$ cat src/rtl/noc_pkg.sv
// rtl/noc_pkg.sv - shared types and defaults for the NoC packet arbiter
package noc_pkg;

  localparam int NOC_FLIT_WIDTH = 32;
  localparam int NOC_INPUTS     = 5;

  typedef logic [NOC_FLIT_WIDTH-1:0] flit_t;

  typedef enum logic {
    ARB_IDLE,
    ARB_LOCKED
  } arb_state_t;

endpackage

$ cat src/rtl/noc_packet_arbiter_if.sv
// rtl/noc_packet_arbiter_if.sv - flit request streams and shared output link
interface noc_packet_arbiter_if
  import noc_pkg::*;
#(
  parameter int FLIT_WIDTH = NOC_FLIT_WIDTH,
  parameter int INPUTS     = NOC_INPUTS
);

  logic [INPUTS-1:0][FLIT_WIDTH-1:0] in_flit;
  logic [INPUTS-1:0]                 in_last;
  logic [INPUTS-1:0]                 in_valid;
  logic [INPUTS-1:0]                 in_ready;
  logic [FLIT_WIDTH-1:0]             out_flit;
  logic                              out_last;
  logic                              out_valid;
  logic                              out_ready;
  logic [INPUTS-1:0]                 grant;
  logic                              busy;

  modport master (
    output in_flit, in_last, in_valid, out_ready,
    input  in_ready, out_flit, out_last, out_valid, grant, busy
  );

  modport slave (
    input  in_flit, in_last, in_valid, out_ready,
    output in_ready, out_flit, out_last, out_valid, grant, busy
  );

endinterface

$ cat src/rtl/noc_rr_select.sv
// rtl/noc_rr_select.sv - rotate-priority search starting at ptr, wrapping modulo INPUTS
module noc_rr_select #(
  parameter int INPUTS = 5,
  localparam int PW    = $clog2(INPUTS)
) (
  input  logic [INPUTS-1:0] req,
  input  logic [PW-1:0]     ptr,
  output logic [INPUTS-1:0] gnt,
  output logic [PW-1:0]     gnt_idx,
  output logic              any
);

  int idx;

  always_comb begin
    gnt     = '0;
    gnt_idx = '0;
    any     = 1'b0;
    idx     = 0;
    for (int i = 0; i < INPUTS; i++) begin
      // Explicit wrap keeps non-power-of-2 INPUTS correct.
      idx = int'(ptr) + i;
      if (idx >= INPUTS) idx = idx - INPUTS;
      if (!any && req[idx]) begin
        any      = 1'b1;
        gnt[idx] = 1'b1;
        gnt_idx  = PW'(idx);
      end
    end
  end

endmodule

$ cat src/rtl/noc_packet_arbiter.sv
// rtl/noc_packet_arbiter.sv - packet-atomic round-robin arbiter with registered output link
module noc_packet_arbiter
  import noc_pkg::*;
#(
  parameter int FLIT_WIDTH = NOC_FLIT_WIDTH,
  parameter int INPUTS     = NOC_INPUTS,
  localparam int PW        = $clog2(INPUTS)
) (
  input  logic                 clk,
  input  logic                 rst,
  noc_packet_arbiter_if.slave  bus
);

  arb_state_t            state_q, state_d;
  logic [PW-1:0]         ptr_q, ptr_d;
  logic [PW-1:0]         lock_idx_q, lock_idx_d;
  logic [FLIT_WIDTH-1:0] out_flit_q, out_flit_d;
  logic                  out_last_q, out_last_d;
  logic                  out_valid_q, out_valid_d;

  logic [INPUTS-1:0]     rr_gnt;
  logic [PW-1:0]         rr_idx;
  logic                  rr_any;
  logic [PW-1:0]         sel_idx;
  logic                  sel_any;
  logic [INPUTS-1:0]     sel_onehot;
  logic                  can_load;
  logic                  xfer;
  logic                  sel_last;

  noc_rr_select #(.INPUTS(INPUTS)) u_rr_select (
    .req     (bus.in_valid),
    .ptr     (ptr_q),
    .gnt     (rr_gnt),
    .gnt_idx (rr_idx),
    .any     (rr_any)
  );

  always_comb begin
    state_d     = state_q;
    ptr_d       = ptr_q;
    lock_idx_d  = lock_idx_q;
    out_flit_d  = out_flit_q;
    out_last_d  = out_last_q;
    out_valid_d = out_valid_q;

    can_load = !out_valid_q || bus.out_ready;
    if (state_q == ARB_LOCKED) begin
      sel_idx = lock_idx_q;
      sel_any = 1'b1;
    end else begin
      sel_idx = rr_idx;
      sel_any = rr_any;
    end
    sel_onehot = INPUTS'(1) << sel_idx;
    sel_last   = bus.in_last[sel_idx];
    xfer       = rst && sel_any && bus.in_valid[sel_idx] && can_load;

    if (xfer) begin
      out_flit_d  = bus.in_flit[sel_idx];
      out_last_d  = sel_last;
      out_valid_d = 1'b1;
    end else if (bus.out_ready) begin
      out_valid_d = 1'b0;
    end

    case (state_q)
      ARB_IDLE: begin
        if (xfer && !sel_last) begin
          state_d    = ARB_LOCKED;
          lock_idx_d = sel_idx;
        end
      end
      ARB_LOCKED: begin
        if (xfer && sel_last) state_d = ARB_IDLE;
      end
      default: state_d = ARB_IDLE;
    endcase

    // Pointer only advances when a packet completes, so grants rotate per packet.
    if (xfer && sel_last) begin
      ptr_d = (sel_idx == PW'(INPUTS - 1)) ? '0 : sel_idx + 1'b1;
    end
  end

  always_ff @(posedge clk) begin
    if (!rst) begin
      state_q     <= ARB_IDLE;
      ptr_q       <= '0;
      lock_idx_q  <= '0;
      out_flit_q  <= '0;
      out_last_q  <= 1'b0;
      out_valid_q <= 1'b0;
    end else begin
      state_q     <= state_d;
      ptr_q       <= ptr_d;
      lock_idx_q  <= lock_idx_d;
      out_flit_q  <= out_flit_d;
      out_last_q  <= out_last_d;
      out_valid_q <= out_valid_d;
    end
  end

  assign bus.grant     = !rst ? '0 :
                         (state_q == ARB_LOCKED) ? sel_onehot : rr_gnt;
  assign bus.in_ready  = (rst && sel_any && can_load) ? sel_onehot : '0;
  assign bus.out_flit  = out_flit_q;
  assign bus.out_last  = out_last_q;
  assign bus.out_valid = out_valid_q;
  assign bus.busy      = (state_q == ARB_LOCKED);

endmodule

$ cat src/flat_wrapper.sv
// flat-port wrapper written by rule: the top's interface ports become plain ports
module noc_packet_arbiter_flat import noc_pkg::*;
#(
  parameter int FLIT_WIDTH = NOC_FLIT_WIDTH,
  parameter int INPUTS     = NOC_INPUTS,
  localparam int PW        = $clog2(INPUTS)
)
  (clk, rst, bus_in_flit, bus_in_last, bus_in_valid, bus_out_ready, bus_in_ready, bus_out_flit, bus_out_last, bus_out_valid, bus_grant, bus_busy);
  noc_packet_arbiter_if #(.FLIT_WIDTH(FLIT_WIDTH), .INPUTS(INPUTS)) bus_i ();
  input  logic clk;
  input  logic rst;
  input wire logic [$bits(bus_i.in_flit)-1:0] bus_in_flit;
  input wire logic [$bits(bus_i.in_last)-1:0] bus_in_last;
  input wire logic [$bits(bus_i.in_valid)-1:0] bus_in_valid;
  input wire logic [$bits(bus_i.out_ready)-1:0] bus_out_ready;
  output wire logic [$bits(bus_i.in_ready)-1:0] bus_in_ready;
  output wire logic [$bits(bus_i.out_flit)-1:0] bus_out_flit;
  output wire logic [$bits(bus_i.out_last)-1:0] bus_out_last;
  output wire logic [$bits(bus_i.out_valid)-1:0] bus_out_valid;
  output wire logic [$bits(bus_i.grant)-1:0] bus_grant;
  output wire logic [$bits(bus_i.busy)-1:0] bus_busy;
  assign bus_i.in_flit = bus_in_flit;
  assign bus_i.in_last = bus_in_last;
  assign bus_i.in_valid = bus_in_valid;
  assign bus_i.out_ready = bus_out_ready;
  assign bus_in_ready = bus_i.in_ready;
  assign bus_out_flit = bus_i.out_flit;
  assign bus_out_last = bus_i.out_last;
  assign bus_out_valid = bus_i.out_valid;
  assign bus_grant = bus_i.grant;
  assign bus_busy = bus_i.busy;
  noc_packet_arbiter #(.FLIT_WIDTH(FLIT_WIDTH), .INPUTS(INPUTS)) u_core (.clk(clk), .rst(rst), .bus(bus_i));
endmodule
$ cat config.mk
export PLATFORM = sky130hd
export DESIGN_NAME = noc_packet_arbiter_flat
export DESIGN_NICKNAME = d
export VERILOG_FILES = /design/src/rtl/noc_pkg.sv /design/src/rtl/noc_packet_arbiter_if.sv /design/src/rtl/noc_rr_select.sv /design/src/rtl/noc_packet_arbiter.sv /design/src/flat_wrapper.sv
export SDC_FILE = /design/constraint.sdc
export NUM_CORES = 1
export LEC_CHECK = 0
export ABC_AREA = 1
export BUFFER_PORTS_ARGS = -buffer_cell sky130_fd_sc_hd__buf_2
export CAP_MARGIN = 20
export CORE_ASPECT_RATIO = 1.4
export CORE_MARGIN = 2
export CORE_UTILIZATION = 44
export DETAILED_ROUTE_END_ITERATION = 8
export GPL_TIMING_DRIVEN = 1
export PLACE_DENSITY = 0.84
export SYNTH_ARGS = -nofsm -noshare
export SYNTH_HDL_FRONTEND = slang
export SYNTH_HIERARCHICAL = 1
export SYNTH_SLANG_ARGS = --single-unit
$ cat constraint.sdc
create_clock -name clk -period 4.32 [get_ports clk]
set_input_delay 0.648 -clock clk [delete_from_list [all_inputs] [get_ports clk]]
set_output_delay 0.648 -clock clk [all_outputs]
set_load 0.03 [all_outputs]
==> flow_summary.json, run 1 <==
{
  "rows": 44,
  "syn_nets": 1016,
  "yosysSeqAreaShare": 0.175,
  "synth.most_common_cell": "nand2_1",
  "finalCritPeriodShare": 0.965,
  "ctsHoldBuffers": 0,
  "routedWlPerCell_um": 15.6,
  "fin_skew_ns": 0.00418,
  "crit_required_ns": 3.67,
  "numCtsBuffers": 5,
  "max_slew_margin": 0.427,
  "use_met3": 0.0347,
  "r2r-start": "u_core/ptr_q[1]",
  "syn_to_final_growth_pct": 40.6,
  "cts_num_sinks": 41,
  "fmax_mhz": 240,
  "port-buffer-count": 217,
  "rsz0062_at_grt": "true",
  "r2r_setup_slack_ns": 0.35,
  "ant_nets": 0,
  "met1_usage": 0.343,
  "hold_path_startpoint": "u_core/bus.out_last",
  "critPathLaunchType": "register",
  "synthTopCellsByArea": "dfxtp_1 (18%), nand2_1 (14%), nor2_1 (14%), o21ai_0 (11%), nand3_1 (5.5%)",
  "max_cap_viol_count": 0,
  "die_h_um": 126,
  "min_period_ns": 4.17,
  "cts.root.buffer_cell": "clkbuf_16",
  "post-route-util": 0.636,
  "syn_area_um2": 4680,
  "drive_gt1_frac": 0.338,
  "grt_pass1_vias": 5910,
  "ios": 218,
  "synthFlopType": "dfxtp_1",
  "drt-pass1-iter-count": 8,
  "yosys_warnings": 6,
  "first_iter_violations": 400,
  "core_um2": 10300,
  "tritoncts": "done",
  "path_max_fanout": 6,
  "dp.cells": 1164,
  "drc": 0,
  "status": "finished clean",
  "slew_violations": 0,
  "fin_cells": 1189,
  "cts_buffer_depth": 2,
  "die_w_um": 91.2,
  "clkTransAtPathRegs_ns": 0.06,
  "yosysTopAreaCell": "dfxtp_1",
  "die_area_um2": 11500,
  "synthArstFlopShare": 0,
  "setup_viol": 0,
  "route.final.wire_length_um": 18600,
  "avgViaCountPerCell": 5.41,
  "hold_viol": 0,
  "gp_congestion": 1.03,
  "top_usage_layer": "met2",
  "fin_nets": 1238,
  "holdWs_ns": 0.471,
  "critPathKind": "register to primary output",
  "num_vias": 6432,
  "grt_overflow": 0,
  "grt_max_degree": 56,
  "crit_path_start": "u_core/ptr_q[1]",
  "nFillCells": 1012,
  "hp-class": "register to register",
  "grt_pass1_wl_um": 28400,
  "dp_hpwl_um": 13800,
  "initial_core_util": 0.452,
  "netlist.area_leader.share": 0.175,
  "worstPathArrival_ns": 3.52,
  "ys_ff_latch": 41,
  "clock_latency_ns": 0.28,
  "h-tree-depth": 2,
  "synth_cell_types": 38,
  "synthTopCellsByCount": "nand2_1 (180), nor2_1 (178), o21ai_0 (104), nand3_1 (51), a21oi_1 (50)",
  "grtUsageMet2": 0.566,
  "antenna_found_initial": 2,
  "track_usage": 0.303,
  "synth_edf_count": 0,
  "syn_avg_cell_area_um2": 5.67,
  "worst_pin_slew_ns": 0.858,
  "synthCells": 826,
  "cp-end-kind": "primary output"
}
-- path summary, 6_finish.rpt --
check	endpoint	cells after the start
max	bus_grant[4]	23
min	u_core/bus.out_last	2
max reg2reg	u_core/bus.out_flit[29]	26
min reg2reg	u_core/bus.out_last	2
-- final cells by class --
| cell class | count | area, um2 | share of cell area |
|---|---|---|---|
| diodes | 2 | 5.00 | 0.000760 |
| clock buffers | 7 | 143 | 0.0217 |
| clock inverters | 1 | 30.0 | 0.00456 |
| inverters | 53 | 209 | 0.0317 |
| multi-input cells | 688 | 3670 | 0.557 |
| flip-flops and latches | 41 | 830 | 0.126 |
| well taps | 138 | 173 | 0.0262 |
| repair buffers | 259 | 1530 | 0.232 |
-- per-layer routing --
metal / vias up / wire, um
met3: 56 / 1290
met1: 2875 / 6770
li1: 3165 / -
met2: 336 / 9790
met5: - / 0
met4: 0 / 705
-- state kept, by name, indices dropped and copies added (netlist names), named ones only --
register / flops
u_core/bus.out_valid: 1
u_core/bus.out_last: 1
u_core/bus.out_flit: 32
u_core/ptr_q: 3
u_core/lock_idx_q: 3
-- cells by family (layout without fill, tap and decap cells) --
group                    count (synthesis)  after routing  synth area share
AND/OR/NAND/NOR                        460            460             0.429
AO/OA/AOI/OAI                          209            209             0.250
buffers and inverters                   97            320            0.0951
flip-flops                              41             41             0.175
adder cells (fa/ha/maj)                 17             17            0.0470
XOR/XNOR                                 2              2           0.00374
other                                    0              2                 0
-- stage by stage --
stage / setup WS (ns) / setup TNS [ns] / instance area [um2]
floorplan: 0.00808 / 0 / 4710
global placement: 0.127 / 0 / 6000
detailed placement: 0.0501 / 0 / 6000
CTS: 0.000442 / 0 / 6330
global route: -0.0713 / -0.233 / 6590
finish: 0.151 / 0 / 6590
-- critical path, cell delays in order (launching register included) --
cell	delay, ns
dfxtp_4	0.36
buf_4	0.16
ha_1	0.19
fa_1	0.48
inv_1	0.05
nand2_1	0.10
nand2_4	0.09
nor2_4	0.13
nand3_2	0.10
nand2_1	0.09
nor2_2	0.05
nand3_2	0.10
nor2_1	0.06
nor2_1	0.18
nand3_1	0.11
inv_2	0.10
nand2_2	0.07
nand2_4	0.10
ha_2	0.19
inv_2	0.05
nor2_4	0.12
inv_2	0.08
a21oi_4	0.12
buf_6	0.15
-- cells in the final DEF, fill, tap and decap left out, types with 8 or more instances in the layout --
cell type and n:
nor2_1 167, nand3_1 46, buf_2 212, a21boi_1 8, inv_2 9, nand2_2 18
ha_1 8, dfxtp_1 38, a21oi_1 47, inv_1 41, nand2_1 171, a21boi_0 25
buf_4 35, o21ai_1 8, nand4_1 17, o21ai_0 101
-- timing repair --
action | in CTS | in global routing
gates cloned | 1 | 0
pin swaps | 4 | 7
resized for setup | 19 | 64
endpoints found under the setup margin | 10 | 50
setup buffers | 8 | 6
Power of run 1 is not shown: default switching activity piles up to over one toggle a cycle in this logic, so the estimate is an artifact.
==> run 2: changes to the inputs <==
--- a/config.mk
+++ b/config.mk
@@ -9,7 +9,6 @@
 export BUFFER_PORTS_ARGS = -buffer_cell sky130_fd_sc_hd__buf_2
 export CAP_MARGIN = 20
 export CORE_ASPECT_RATIO = 1.4
-export CORE_MARGIN = 2
 export CORE_UTILIZATION = 44
 export DETAILED_ROUTE_END_ITERATION = 8
 export GPL_TIMING_DRIVEN = 1
==> run 2 against run 1 <==
Against the previous run: final area is 0.55% higher; flip-flop and latch count stayed put; die area is 3.7% lower.
==> flow_summary.json, run 2 (synthesis gave the netlist of run 1 again) <==
{
  "status": "finished clean",
  "clkTransAtPathRegs_ns": 0.06,
  "critPathKind": "register to primary output",
  "max_cap_viol_count": 0,
  "first_iter_violations": 481,
  "largest_register_ffs": 32,
  "setup_viol": 0,
  "grt_pass1_wl_um": 25400,
  "drive_gt1_frac": 0.351,
  "drc": 0,
  "finalCritPeriodShare": 0.975,
  "fmax_mhz": 237,
  "num_vias": 6570,
  "cp-end-kind": "primary output",
  "initial_core_util": 0.452,
  "antenna_found_initial": 0,
  "numCtsBuffers": 5,
  "min_period_ns": 4.21,
  "cts.root.buffer_cell": "clkbuf_16",
  "track_usage": 0.298,
  "ant_nets": 0,
  "crit_required_ns": 3.67,
  "drt-pass1-iter-count": 6,
  "cts_buffer_depth": 2,
  "hp-class": "register to register",
  "grt_overflow": 0,
  "diodes": 0,
  "worstPathArrival_ns": 3.56,
  "ios": 218,
  "layout_commonest_cell": "buf_2",
  "die_w_um": 89.2,
  "cts_num_sinks": 41,
  "grt_pass1_vias": 5421,
  "die_h_um": 124,
  "fin_skew_ns": 0.00466,
  "clock_latency_ns": 0.28,
  "place_area_um2": 6040,
  "tritoncts": "done",
  "hold_viol": 0,
  "gp_congestion": 0.972,
  "port-buffer-count": 217,
  "rows": 44,
  "die_area_um2": 11100,
  "routedWlPerCell_um": 15.3,
  "final_cell_mix": "buf_2 (214), nor2_1 (168), nand2_1 (167)",
  "critPathLaunchType": "register",
  "dp_hpwl_um": 13500,
  "avgViaCountPerCell": 5.50,
  "h-tree-depth": 2,
  "slew_violations": 0,
  "grt_max_degree": 58,
  "max_slew_margin": 0.406,
  "fin_nets": 1245,
  "route.final.wire_length_um": 18300,
  "core_um2": 10300,
  "path_max_fanout": 6,
  "worst_pin_slew_ns": 0.890,
  "stdcell_area_um2": 6620,
  "syn_to_final_growth_pct": 41.4
}
run 2: cell type report:
cell class | instances | area, um2
fill | 1008 | 3730
multi-input combinational | 688 | 3730
clock buffer | 6 | 129
inverter | 53 | 209
tap | 138 | 173
clock inverter | 2 | 10.0
sequential | 41 | 823
timing repair buffer | 266 | 1550
run 2: final timing paths:
check	endpoint	cells past startpoint	startpoint	slack [ns]
hold reg to reg	u_core/bus.out_last	2	u_core/bus.out_last	0.46
hold / removal	u_core/bus.out_last	2	u_core/bus.out_last	0.46
setup reg to reg	u_core/bus.out_flit[9]	25	u_core/ptr_q[0]	0.34
setup / recovery	bus_grant[4]	24	u_core/ptr_q[0]	0.11
run 2: through the flow:
| stage | setup slack [ns] | hold WS [ns] | setup TNS (ns) | util | cells |
|---|---|---|---|---|---|
| floorplan | 0.00808 | 0.506 | 0 | - | 826 |
| CTS | 0.00124 | 0.458 | 0 | 0.602 | 1179 |
| finish | 0.107 | 0.457 | 0 | 0.640 | 1194 |
| global placement | 0.197 | 0.446 | 0 | 0.583 | 1170 |
| detailed placement | 0.127 | 0.448 | 0 | 0.583 | 1170 |
| global route | -0.157 | 0.475 | -1.11 | 0.640 | 1194 |
run 2: repair_timing:
| action | in CTS | in global routing |
|---|---|---|
| setup buffers | 1 | 15 |
| cloned | 0 | 0 |
| endpoints found under the setup margin | 9 | 50 |
| hold buffers | 0 | 0 |
| resized for setup | 14 | 80 |
| pin swaps | 2 | 18 |
run 2: critical path, stage by stage (launching register included):
cell     delay [ns]
dfxtp_1        0.32
inv_2          0.12
ha_4           0.17
inv_1          0.06
ha_2           0.19
inv_1          0.11
a21oi_1        0.11
a21oi_2        0.24
nor2_2         0.08
nand2_1        0.13
nand3_4        0.14
nand4_1        0.13
buf_4          0.14
o22ai_1        0.06
nor2_1         0.19
nand3_2        0.12
inv_2          0.10
nand2_2        0.07
nand2_4        0.08
ha_2           0.18
inv_1          0.07
nor2_2         0.12
inv_2          0.09
a21oi_4        0.12
buf_6          0.15
run 2: routing by layer:
layer / share of wire / up-vias / global-route usage
li1: - / 3178 / -
met3: 0.072 / 85 / 0.0358
met1: 0.38 / 2909 / 0.348
met2: 0.50 / 398 / 0.529
met5: 0 / - / 0
met4: 0.053 / 0 / 0.147
Power of run 2 is left out for the same reason.
